`src/rtl/pmem_burst_bridge.sv`:
```
// pmem_burst_bridge
//   Splits each 128-bit Wishbone line transfer into two in-order 64-bit beats
//   on a request/grant burst memory port. Read beats are reassembled into a
//   full line before a single-cycle ACK.
//
// Ports
//   clk, rst_n   : clock (rising edge), asynchronous active-low reset
//   wb_cyc/stb   : Wishbone cycle / strobe
//   wb_we        : 1 = write line, 0 = read line
//   wb_sel       : per-byte enables for the line
//   wb_adr       : line address
//   wb_dat_m     : write line data
//   wb_dat_s     : read line data, valid while wb_ack = 1
//   wb_ack       : one-cycle completion pulse
//   wb_rty       : retry, never asserted
//   mem_req      : beat request valid
//   mem_we       : beat is a write
//   mem_addr     : beat address {line address, beat index}
//   mem_wdata    : write beat data
//   mem_wmask    : write beat byte mask
//   mem_gnt      : beat accepted while mem_req = 1
//   mem_rvalid   : read beat returned, in request order
//   mem_rdata    : read beat data
module pmem_burst_bridge #(
   parameter int LINE_ADR_W = 12
) (
   input  logic                  clk,
   input  logic                  rst_n,
   input  logic                  wb_cyc,
   input  logic                  wb_stb,
   input  logic                  wb_we,
   input  logic [15:0]           wb_sel,
   input  logic [LINE_ADR_W-1:0] wb_adr,
   input  logic [127:0]          wb_dat_m,
   output logic [127:0]          wb_dat_s,
   output logic                  wb_ack,
   output logic                  wb_rty,
   output logic                  mem_req,
   output logic                  mem_we,
   output logic [LINE_ADR_W:0]   mem_addr,
   output logic [63:0]           mem_wdata,
   output logic [7:0]            mem_wmask,
   input  logic                  mem_gnt,
   input  logic                  mem_rvalid,
   input  logic [63:0]           mem_rdata
);

   typedef enum logic [2:0] {
      ST_IDLE  = 3'd0,
      ST_REQ0  = 3'd1,
      ST_REQ1  = 3'd2,
      ST_RWAIT = 3'd3,
      ST_DONE  = 3'd4
   } state_t;

   state_t                state_r;
   logic [LINE_ADR_W-1:0] adr_r;
   logic                  we_r;
   logic [15:0]           sel_r;
   logic [127:0]          dat_r;
   logic                  rcnt_r;
   logic [63:0]           line_lo_r;

   // Retry is never signalled.
   assign wb_rty = 1'b0;

   // Transfer sequencer: holding registers, beat issue, read reassembly and ACK.
   // Every memory-side output is loaded on the edge that enters the state it
   // belongs to, so outputs are pure flops with no input-to-output path.
   // A write beat with an all-zero mask is loaded with mem_req = 0, which lets
   // the owning state fall through in one cycle without waiting for a grant.
   // The ACK flop takes wb_cyc on the edge entering DONE, so a master that has
   // dropped CYC by then never sees the pulse.
   always_ff @(posedge clk or negedge rst_n) begin
      if (!rst_n) begin
         state_r   <= ST_IDLE;
         adr_r     <= {LINE_ADR_W{1'b0}};
         we_r      <= 1'b0;
         sel_r     <= 16'h0000;
         dat_r     <= 128'd0;
         rcnt_r    <= 1'b0;
         line_lo_r <= 64'd0;
         wb_dat_s  <= 128'd0;
         wb_ack    <= 1'b0;
         mem_req   <= 1'b0;
         mem_we    <= 1'b0;
         mem_addr  <= {(LINE_ADR_W + 1){1'b0}};
         mem_wdata <= 64'd0;
         mem_wmask <= 8'h00;
      end else begin
         case (state_r)
            ST_IDLE: begin
               wb_ack <= 1'b0;
               if (wb_cyc && wb_stb) begin
                  adr_r    <= wb_adr;
                  we_r     <= wb_we;
                  sel_r    <= wb_sel;
                  dat_r    <= wb_dat_m;
                  rcnt_r   <= 1'b0;
                  mem_addr <= {wb_adr, 1'b0};
                  if (wb_we) begin
                     mem_req   <= |wb_sel[7:0];
                     mem_we    <= |wb_sel[7:0];
                     mem_wdata <= wb_dat_m[63:0];
                     mem_wmask <= wb_sel[7:0];
                  end else begin
                     mem_req   <= 1'b1;
                     mem_we    <= 1'b0;
                     mem_wdata <= 64'd0;
                     mem_wmask <= 8'h00;
                  end
                  state_r <= ST_REQ0;
               end else begin
                  state_r <= ST_IDLE;
               end
            end
            ST_REQ0: begin
               if (!mem_req || mem_gnt) begin
                  mem_addr <= {adr_r, 1'b1};
                  if (we_r) begin
                     mem_req   <= |sel_r[15:8];
                     mem_we    <= |sel_r[15:8];
                     mem_wdata <= dat_r[127:64];
                     mem_wmask <= sel_r[15:8];
                  end else begin
                     mem_req   <= 1'b1;
                     mem_we    <= 1'b0;
                  end
                  state_r <= ST_REQ1;
               end else begin
                  state_r <= ST_REQ0;
               end
            end
            ST_REQ1: begin
               // Beat 0 may come back while beat 1 is still being requested.
               if (!we_r && mem_rvalid && !rcnt_r) begin
                  line_lo_r <= mem_rdata;
                  rcnt_r    <= 1'b1;
               end else begin
                  rcnt_r    <= rcnt_r;
               end
               if (!mem_req || mem_gnt) begin
                  mem_req <= 1'b0;
                  mem_we  <= 1'b0;
                  if (we_r) begin
                     wb_ack  <= wb_cyc;
                     state_r <= ST_DONE;
                  end else begin
                     state_r <= ST_RWAIT;
                  end
               end else begin
                  state_r <= ST_REQ1;
               end
            end
            ST_RWAIT: begin
               if (mem_rvalid) begin
                  if (!rcnt_r) begin
                     line_lo_r <= mem_rdata;
                     rcnt_r    <= 1'b1;
                     state_r   <= ST_RWAIT;
                  end else begin
                     wb_dat_s <= {mem_rdata, line_lo_r};
                     rcnt_r   <= 1'b0;
                     wb_ack   <= wb_cyc;
                     state_r  <= ST_DONE;
                  end
               end else begin
                  state_r <= ST_RWAIT;
               end
            end
            ST_DONE: begin
               // STB is deliberately not looked at here.
               wb_ack  <= 1'b0;
               state_r <= ST_IDLE;
            end
            default: begin
               wb_ack  <= 1'b0;
               mem_req <= 1'b0;
               mem_we  <= 1'b0;
               rcnt_r  <= 1'b0;
               state_r <= ST_IDLE;
            end
         endcase
      end
   end

endmodule

```
`config.mk`:
```
export PLATFORM = sky130hd
export DESIGN_NAME = pmem_burst_bridge
export DESIGN_NICKNAME = d
export VERILOG_FILES = /design/src/rtl/pmem_burst_bridge.sv
export SDC_FILE = /design/constraint.sdc
export NUM_CORES = 1
export LEC_CHECK = 0
export CORE_MARGIN = 2
export CORE_UTILIZATION = 49
export DETAILED_ROUTE_END_ITERATION = 16
export MAX_ROUTING_LAYER = met4
export PLACE_DENSITY_LB_ADDON = 0.08
export SYNTH_ARGS = -nofsm -noshare
export SYNTH_HDL_FRONTEND = slang
export SYNTH_SLANG_ARGS = --single-unit
```
`constraint.sdc`:
```
create_clock -name clk -period 5.5 [get_ports clk]
set_clock_uncertainty 0.05 [all_clocks]
set_input_delay 0.55 -clock clk [delete_from_list [all_inputs] [get_ports clk]]
set_output_delay 0.55 -clock clk [all_outputs]
set_load 0.1 [all_outputs]
```
==> impl_table.tex, run 1 <==
\begin{tabular}{lr}
\hline
Metric & Value \\
\hline
\multicolumn{2}{l}{\textbf{Status}} \\
\quad Outcome & complete, no violations \\
\multicolumn{2}{l}{\textbf{Clock tree}} \\
\quad Number of post-CTS setup repair buffers & 0 \\
\quad Num CTS Buffers & 39 \\
\quad Post-CTS clock slew at the launch and capture registers of the worst setup and hold paths & 0.06 ns \\
\quad Clock Sink Count & 369 \\
\quad H-Tree Level Count & 2 \\
\quad Total of hold buffers inserted after clock tree synthesis & 1 \\
\quad Root Buffer Master & sky130\_fd\_sc\_hd\_\_clkbuf\_16 \\
\quad Resized Gates After CTS & 0 \\
\quad Maximum clock path buffer count & 3 \\
\quad Clock insertion delay at the later pin of the skew report & 0.52 ns \\
\quad TritonCTS clock tree & built \\
\multicolumn{2}{l}{\textbf{Critical path}} \\
\quad Startpoint type of the worst setup path & flip-flop \\
\quad Number of cells on the worst reg-to-reg path & 4 \\
\quad Data required time of the critical path & 4.90 ns \\
\quad R2R Setup Slk & 2.80 ns \\
\quad Cell class contributing the biggest share of worst-path delay & buffers and inverters \\
\quad Worst path buffer plus inverter count & 1 \\
\quad Critical Path End Type & output port \\
\quad Setup Crit Path Kind & reg2out \\
\quad Worst reg2reg path endpoint & line\_lo\_r[39] \\
\quad Arrival time at the worst endpoint & 2.12 ns \\
\quad Cell with the largest stage delay on the worst path & sky130\_fd\_sc\_hd\_\_clkdlybuf4s50\_1 \\
\quad Critical path cell sequence & clkdlybuf4s50\_1 \\
\quad Maximum fanout along the worst path & 2 \\
\quad Max incr delay on CP & 1.25 ns \\
\quad CP Depth & 1 \\
\quad Startpoint of the worst register-to-register path & state\_r[1] \\
\multicolumn{2}{l}{\textbf{Synthesis}} \\
\quad Library cell with the largest summed area after synthesis & sky130\_fd\_sc\_hd\_\_dfrtp\_1 \\
\quad Simple-gate share of the synthesized area & 14.7\% \\
\quad Seq/Total Area, Yosys & 62.9\% \\
\quad Syn avg cell area & 11.3 um\^{}2 \\
\quad Cells taking the most area after synthesis & sky130\_fd\_sc\_hd\_\_dfrtp\_1 63\%, sky130\_fd\_sc\_hd\_\_mux2\_2 15\%, sky130\_fd\_sc\_hd\_\_nand2\_1 9.1\% \\
\quad Portion of netlist area occupied by mux cells & 14.9\% \\
\quad Yosys synthesis warning count & 0 \\
\quad Mapped Nets & 1,529 \\
\quad Synth Area in Adders & 0\% \\
\quad Yosys cell types & 29 \\
\quad Synthesized netlist cell count & 1,302 \\
\quad Total standard cell area after synthesis & 14,700 um\^{}2 \\
\quad Area share of xor/xnor cells in the synthesized design & 0\% \\
\quad Largest family of logic cells by synthesized area & multiplexers \\
\quad Share of the synthesized area in compound gates (AO/OA/AOI/OAI) & 4.57\% \\
\quad Area share of the leading cell type in the synthesized netlist & 62.9\% \\
\quad Flip-flop and latch count after synthesis & 369 \\
\multicolumn{2}{l}{\textbf{Cells and area}} \\
\quad Util after Layout & 70.2\% \\
\quad Fraction of final layout cells sized beyond drive strength 1 & 16.0\% \\
\quad Synth-to-layout area growth & 41.3\% \\
\quad Fin nets & 1,933 \\
\multicolumn{2}{l}{\textbf{Timing}} \\
\quad Number of pins exceeding their max-slew limit in the final report & 0 \\
\quad Final number of hold-violating endpoints & 0 \\
\quad Slew at the pin with the worst max-slew slack & 1.12 ns \\
\quad Peak clock frequency supported by timing & 367 MHz \\
\quad Final critical-path required period & 2.72 ns \\
\quad Final worst-path cycle share & 49.5\% \\
\quad Slew HR & 24.8\% \\
\quad Setup TNS & 0 ns \\
\quad Setup repair after global routing missed its margin & no \\
\quad Finish-stage setup viols & 0 \\
\multicolumn{2}{l}{\textbf{Global routing}} \\
\quad Wire length of the first global-routing pass & 61,800 um \\
\quad Pin count of the biggest net entering global routing & 157 \\
\quad Number of global-route vias before repair & 11.1k \\
\quad Grt total ovfl & 0 \\
\quad Global routing usage summed across all routing layers & 26.1\% \\
\quad Number of antenna violations at the first check in global routing & 9 \\
\multicolumn{2}{l}{\textbf{Placement}} \\
\quad Count of input and output buffers & 442 \\
\quad Final RePlAce weighted congestion & 0.827 \\
\quad HPWL after detailed placement & 27,100 um \\
\multicolumn{2}{l}{\textbf{Floorplan}} \\
\quad Horizontal die dimension & 177 um \\
\quad \# IOs & 444 \\
\quad Area of the die & 31,400 um\^{}2 \\
\quad Core region area & 29,600 um\^{}2 \\
\quad Starting density of the core & 49.7\% \\
\quad Height of the chip & 177 um \\
\quad Cell row count & 63 \\
\multicolumn{2}{l}{\textbf{Drt}} \\
\quad Detailed-router iteration count before antenna repair & 5 \\
\quad Total number of vias & 11.1k \\
\quad Final WL & 40,100 um \\
\quad Number of remaining DRC errors & 0 \\
\quad Average wire length per cell after detail routing & 18.8 um \\
\quad Post-route antenna net violation count & 0 \\
\quad Via density & 5.22 \\
\quad Number of violations reported at the end of detailed-routing iteration 0 & 797 \\
\multicolumn{2}{l}{\textbf{Worst hold path}} \\
\quad WHS Path Cells & 2 \\
\quad End point of the most critical hold path & dat\_r[66] \\
\quad Startpoint of the lowest-slack hold path & dat\_r[66] \\
\quad Class of the worst hold path & reg2reg \\
\multicolumn{2}{l}{\textbf{Run}} \\
\quad \# Max-Cap Violations & 0 \\
\hline
\end{tabular}
-- Yosys cell counts --
library cell,n
sky130_fd_sc_hd__buf_1,2
sky130_fd_sc_hd__buf_2,39
sky130_fd_sc_hd__inv_1,4
sky130_fd_sc_hd__a22o_2,1
sky130_fd_sc_hd__and2_1,3
sky130_fd_sc_hd__nand2b_1,2
sky130_fd_sc_hd__a21boi_1,1
sky130_fd_sc_hd__clkbuf_1,41
sky130_fd_sc_hd__a2111oi_0,1
sky130_fd_sc_hd__a21oi_1,7
sky130_fd_sc_hd__nor3b_2,1
sky130_fd_sc_hd__nor2b_1,1
sky130_fd_sc_hd__or3_1,1
sky130_fd_sc_hd__dfrtp_1,369
sky130_fd_sc_hd__a22oi_1,1
sky130_fd_sc_hd__mux2_2,192
sky130_fd_sc_hd__mux2i_1,2
sky130_fd_sc_hd__nor2_1,94
sky130_fd_sc_hd__o21ai_0,4
sky130_fd_sc_hd__o22ai_1,2
sky130_fd_sc_hd__a211oi_1,3
sky130_fd_sc_hd__a31oi_1,86
sky130_fd_sc_hd__nor3_4,1
sky130_fd_sc_hd__nand2_1,355
sky130_fd_sc_hd__nand3_1,75
sky130_fd_sc_hd__buf_4,8
sky130_fd_sc_hd__conb_1,1
sky130_fd_sc_hd__a211o_1,1
sky130_fd_sc_hd__nor4_1,4
-- worst max-delay path by stage --
stage	start	end	slack, ns
3_3_place_gp	mem_gnt	mem_wdata[39]	2.55
5_1_grt	state_r[1]	line_lo_r[47]	2.58
6_report	mem_wdata[55]	mem_wdata[55]	2.78
3_5_place_dp	wb_cyc	dat_r[108]	2.49
4_1_cts	mem_req	mem_req	2.75
2_1_floorplan	mem_req	mem_wdata[17]	3.18
-- cell type report --
type,count,area [um^2]
diodes,10,25.0
clock inverters,12,178
clock buffers,58,1200
fillers,2237,8810
flip-flops and latches,369,9230
repair buffers,453,4550
multi-input cells,839,5060
inverters,4,15.0
well taps,390,488
-- routing by layer --
layer  routed length [um]  track usage, %  vias to the layer above  part of all wire (%)
li1                     -               -                     5198                     -
met1                15900            32.3                     5467                    40
met2                19400            41.7                      413                    48
met3                 3620            7.30                       69                   9.0
met4                 1110            8.09                        0                   2.8
met5                    0               -                        -                     0
-- through the flow --
stage               std cells  hold slack [ns]  setup WS, ns  area, um^2
floorplan                1302            0.204          3.18       14700
detailed placement       2054            0.412          2.49       19300
global placement         2054            0.407          2.55       19300
finish                   2135            0.425          2.78       20700
CTS                      2125            0.426          2.75       20700
global route             2134            0.446          2.58       20700
-- placed cells by master (no fill, tap or decap), drive strengths merged, types with 2 or more instances in the layout --
| cell | instances |
|---|---|
| mux2i | 2 |
| and2 | 3 |
| a31oi | 86 |
| a21oi | 7 |
| clkbuf | 58 |
| nor2 | 94 |
| dfrtp | 369 |
| inv | 5 |
| nor4 | 4 |
| nand2b | 2 |
| bufinv | 4 |
| mux2 | 192 |
| a211oi | 3 |
| clkdlybuf4s50 | 440 |
| o22ai | 2 |
| nand2 | 355 |
| clkinv | 6 |
| buf | 12 |
| diode | 10 |
| nand3 | 75 |
| o21ai | 4 |
-- flip-flops by register name, summed over array words and instances (netlist names), 3 cells and up --
name / count
mem_wmask: 8
line_lo_r: 64
wb_dat_s: 128
mem_wdata: 64
state_r: 3
sel_r: 8
mem_addr: 13
dat_r: 64
adr_r: 12
-- logic make-up (layout without fill, tap and decap cells) --
kind of cell / count (synthesis) / after routing
simple gates: 537 / 537
compound gates: 107 / 107
mux: 194 / 194
buf+inv: 94 / 527
flops: 369 / 369
other cells: 1 / 11
Power of run 1 is left out: the tool's default activity adds up to more than one toggle a clock period on the data nets, which glitch-free logic cannot reach.
==> inputs of run 2 (changes only) <==
--- a/config.mk
+++ b/config.mk
@@ -6,7 +6,7 @@
 export NUM_CORES = 1
 export LEC_CHECK = 0
 export CORE_MARGIN = 2
-export CORE_UTILIZATION = 49
+export CORE_UTILIZATION = 43
 export DETAILED_ROUTE_END_ITERATION = 16
 export MAX_ROUTING_LAYER = met4
 export PLACE_DENSITY_LB_ADDON = 0.08
==> constraint.sdc (replaced) <==
create_clock -name clk -period 2.25 [get_ports clk]
set_clock_uncertainty 0.05 [all_clocks]
set_input_delay 0.225 -clock clk [delete_from_list [all_inputs] [get_ports clk]]
set_output_delay 0.225 -clock clk [all_outputs]
set_load 0.1 [all_outputs]
==> run 2 against run 1 <==
Against the previous run: sequential share of layout area is 0.072 points lower; final cell count is 4.5% higher; non-clock buffer count is 34 higher; setup slack worse by 2.6 ns; hold slack worse by 0.33 ns; register-to-register slack worse by 2.6 ns; global-route usage is 2.6 points lower; first-iteration DRC count is 39% lower; sequential cell count stayed put; core utilization is 8.4 points lower; critical path depth is 4 higher; wire length is 2.1% higher.
==> impl_table.tex, run 2 (same netlist as run 1, synthesis figures left out) <==
\begin{tabular}{lr}
\hline
Metric & Value \\
\hline
\multicolumn{2}{l}{\textbf{Status}} \\
\quad Outcome & complete, no violations (unchanged) \\
\multicolumn{2}{l}{\textbf{Timing}} \\
\quad Peak clock frequency supported by timing & 483 MHz \\
\quad Final number of hold-violating endpoints & 0 (unchanged) \\
\quad Finish-stage setup viols & 0 (unchanged) \\
\quad Number of pins exceeding their max-slew limit in the final report & 0 (unchanged) \\
\quad Setup repair after global routing missed its margin & no (unchanged) \\
\quad Setup TNS & 0 ns (unchanged) \\
\quad Final critical-path required period & 2.07 ns \\
\quad Final worst-path cycle share & 92.0\% \\
\quad Slew HR & 65.7\% (was 24.8\%) \\
\quad Slew at the pin with the worst max-slew slack & 0.515 ns (was 1.12 ns) \\
\multicolumn{2}{l}{\textbf{Critical path}} \\
\quad Worst path buffer plus inverter count & 1 (unchanged) \\
\quad Max incr delay on CP & 0.66 ns (was 1.25 ns) \\
\quad Startpoint of the worst register-to-register path & state\_r[1] (unchanged) \\
\quad Critical Path End Type & flip-flop (was output port) \\
\quad Cell class contributing the biggest share of worst-path delay & simple AND/OR/NAND/NOR gates (was buffers and inverters) \\
\quad Arrival time at the worst endpoint & 2.42 ns (was 2.12 ns) \\
\quad Maximum fanout along the worst path & 13 (was 2) \\
\quad Number of cells on the worst reg-to-reg path & 5 (was 4) \\
\quad Critical path cell sequence & nand2b\_1, nor2\_1, nand3\_4, buf\_4, mux2\_2 (was clkdlybuf4s50\_1) \\
\quad Setup Crit Path Kind & reg2reg (was reg2out) \\
\quad Startpoint type of the worst setup path & flip-flop (unchanged) \\
\quad Data required time of the critical path & 2.60 ns (was 4.90 ns) \\
\quad Cell with the largest stage delay on the worst path & sky130\_fd\_sc\_hd\_\_dfrtp\_1 (was sky130\_fd\_sc\_hd\_\_clkdlybuf4s50\_1) \\
\quad CP Depth & 5 (was 1) \\
\quad Worst setup startpoint & state\_r[1] (was mem\_wdata[55]) \\
\multicolumn{2}{l}{\textbf{Worst hold path}} \\
\quad Class of the worst hold path & in2reg (was reg2reg) \\
\quad Startpoint of the lowest-slack hold path & wb\_we (was dat\_r[66]) \\
\quad WHS Path Cells & 3 (was 2) \\
\multicolumn{2}{l}{\textbf{Drt}} \\
\quad Number of violations reported at the end of detailed-routing iteration 0 & 488 (was 797) \\
\quad Post-route antenna net violation count & 0 (unchanged) \\
\quad Detailed-router iteration count before antenna repair & 5 (unchanged) \\
\quad Number of remaining DRC errors & 0 (unchanged) \\
\quad Final WL & 40,900 um (was 40,100 um) \\
\quad Via density & 4.99 (was 5.22) \\
\quad Total number of vias & 11.1k (about the same) \\
\quad Average wire length per cell after detail routing & 18.3 um (was 18.8 um) \\
\multicolumn{2}{l}{\textbf{Placement}} \\
\quad Count of input and output buffers & 442 (unchanged) \\
\quad Final RePlAce weighted congestion & 0.814 (was 0.827) \\
\quad HPWL after detailed placement & 28,900 um (was 27,100 um) \\
\multicolumn{2}{l}{\textbf{Global routing}} \\
\quad Number of antenna violations at the first check in global routing & 12 (was 9) \\
\quad Pin count of the biggest net entering global routing & 85 (was 157) \\
\quad Number of global-route vias before repair & 11.4k (was 11.1k) \\
\quad Global routing usage summed across all routing layers & 23.5\% (was 26.1\%) \\
\quad Grt total ovfl & 0 (unchanged) \\
\quad Wire length of the first global-routing pass & 64,000 um (was 61,800 um) \\
\multicolumn{2}{l}{\textbf{Run}} \\
\quad \# Max-Cap Violations & 0 (unchanged) \\
\multicolumn{2}{l}{\textbf{Cells and area}} \\
\quad Synth-to-layout area growth & 41.6\% (was 41.3\%) \\
\quad Highest-count cells in the layout ignoring fill and taps & 368 x sky130\_fd\_sc\_hd\_\_dfrtp\_1, 354 x sky130\_fd\_sc\_hd\_\_nand2\_1, 237 x sky130\_fd\_sc\_hd\_\_buf\_4, 224 x sky130\_fd\_sc\_hd\_\_clkdlybuf4s50\_1, 192 x sky130\_fd\_sc\_hd\_\_mux2\_2 (was 440 x sky130\_fd\_sc\_hd\_\_clkdlybuf4s50\_1, 369 x sky130\_fd\_sc\_hd\_\_dfrtp\_1, 354 x sky130\_fd\_sc\_hd\_\_nand2\_1, 192 x sky130\_fd\_sc\_hd\_\_mux2\_2, 93 x sky130\_fd\_sc\_hd\_\_nor2\_1) \\
\quad Largest register FFs & 128 (unchanged) \\
\quad Commonest non-fill, non-tap cell in the layout & sky130\_fd\_sc\_hd\_\_dfrtp\_1 (was sky130\_fd\_sc\_hd\_\_clkdlybuf4s50\_1) \\
\quad Fin nets & 1,969 (was 1,933) \\
\quad Fraction of final layout cells sized beyond drive strength 1 & 29.9\% (was 16.0\%) \\
\quad Register bank with the most flops & wb\_dat\_s (unchanged) \\
\multicolumn{2}{l}{\textbf{Clock tree}} \\
\quad Clock Sink Count & 369 (unchanged) \\
\quad Number of post-CTS setup repair buffers & 0 (unchanged) \\
\quad Clock insertion delay at the later pin of the skew report & 0.52 ns (about the same) \\
\quad Post-CTS clock slew at the launch and capture registers of the worst setup and hold paths & 0.06 ns (about the same) \\
\quad H-Tree Level Count & 2 (unchanged) \\
\quad TritonCTS clock tree & built (unchanged) \\
\quad Num CTS Buffers & 41 (was 39) \\
\quad Root Buffer Master & sky130\_fd\_sc\_hd\_\_clkbuf\_16 (unchanged) \\
\quad Maximum clock path buffer count & 3 (unchanged) \\
\multicolumn{2}{l}{\textbf{Floorplan}} \\
\quad Starting density of the core & 43.7\% (was 49.7\%) \\
\quad Horizontal die dimension & 189 um (was 177 um) \\
\quad Cell row count & 67 (was 63) \\
\quad Height of the chip & 189 um (was 177 um) \\
\quad Core region area & 33,600 um\^{}2 (was 29,600 um\^{}2) \\
\quad Area of the die & 35,600 um\^{}2 (was 31,400 um\^{}2) \\
\quad \# IOs & 444 (unchanged) \\
\hline
\end{tabular}
run 2: cell types whose count changed in the layout (fill, tap and decap cells not counted), sizes merged:
| cell | delta |
|---|---|
| bufinv | -2 |
| buf | +250 |
| diode | +2 |
| clkinv | +1 |
| clkdlybuf4s50 | -216 |
| clkbuf | +4 |
run 2: area by class of cell:
cell class	instances	area (um^2)
sequential	369	9240
fill	2829	12800
timing repair buffer	487	4510
multi-input combinational	839	5060
inverter	4	15.0
tap	448	561
clock inverter	11	111
clock buffer	62	1260
antenna	12	30.0
run 2: path summary, 6_finish.rpt:
| kind | end | slack, ns |
|---|---|---|
| max in group asynchronous | adr_r[2] | 1.28 |
| hold / removal | we_r | 0.09 |
| hold reg to reg | dat_r[84] | 0.42 |
| setup reg to reg | line_lo_r[32] | 0.18 |
| setup / recovery | line_lo_r[32] | 0.18 |
| min in group asynchronous | dat_r[126] | 0.17 |
run 2: routing by layer:
| metal | global-route usage [%] | share of wire (%) | up-vias |
|---|---|---|---|
| li1 | - | - | 5292 |
| met1 | 29.1 | 41 | 5446 |
| met2 | 38.2 | 49 | 342 |
| met3 | 4.82 | 6.4 | 62 |
| met4 | 8.80 | 2.8 | 0 |
| met5 | - | 0 | - |
run 2: stage by stage:
stage	hold WS [ns]	cell area, um^2	utilization (%)	instances	worst slack, ns
floorplan	-0.121	14700	-	1302	0.183
global placement	0.143	19400	57.6	2146	0.185
detailed placement	0.150	19400	57.6	2146	0.132
CTS	0.0605	20800	61.7	2220	0.158
global route	0.0975	20800	61.8	2232	0.0213
finish	0.0948	20800	61.8	2232	0.181
run 2: tightest hold or removal path, stage by stage:
cell,delay [ns]
sky130_fd_sc_hd__buf_2,0.21
sky130_fd_sc_hd__nand2_1,0.09
sky130_fd_sc_hd__o21ai_0,0.08
run 2: what timing repair did:
action	4_1_cts	5_1_grt
hold buffers	1	0
endpoints found under the hold margin	50	0
resized for setup	0	0
Power of run 2 is left out for the same reason.
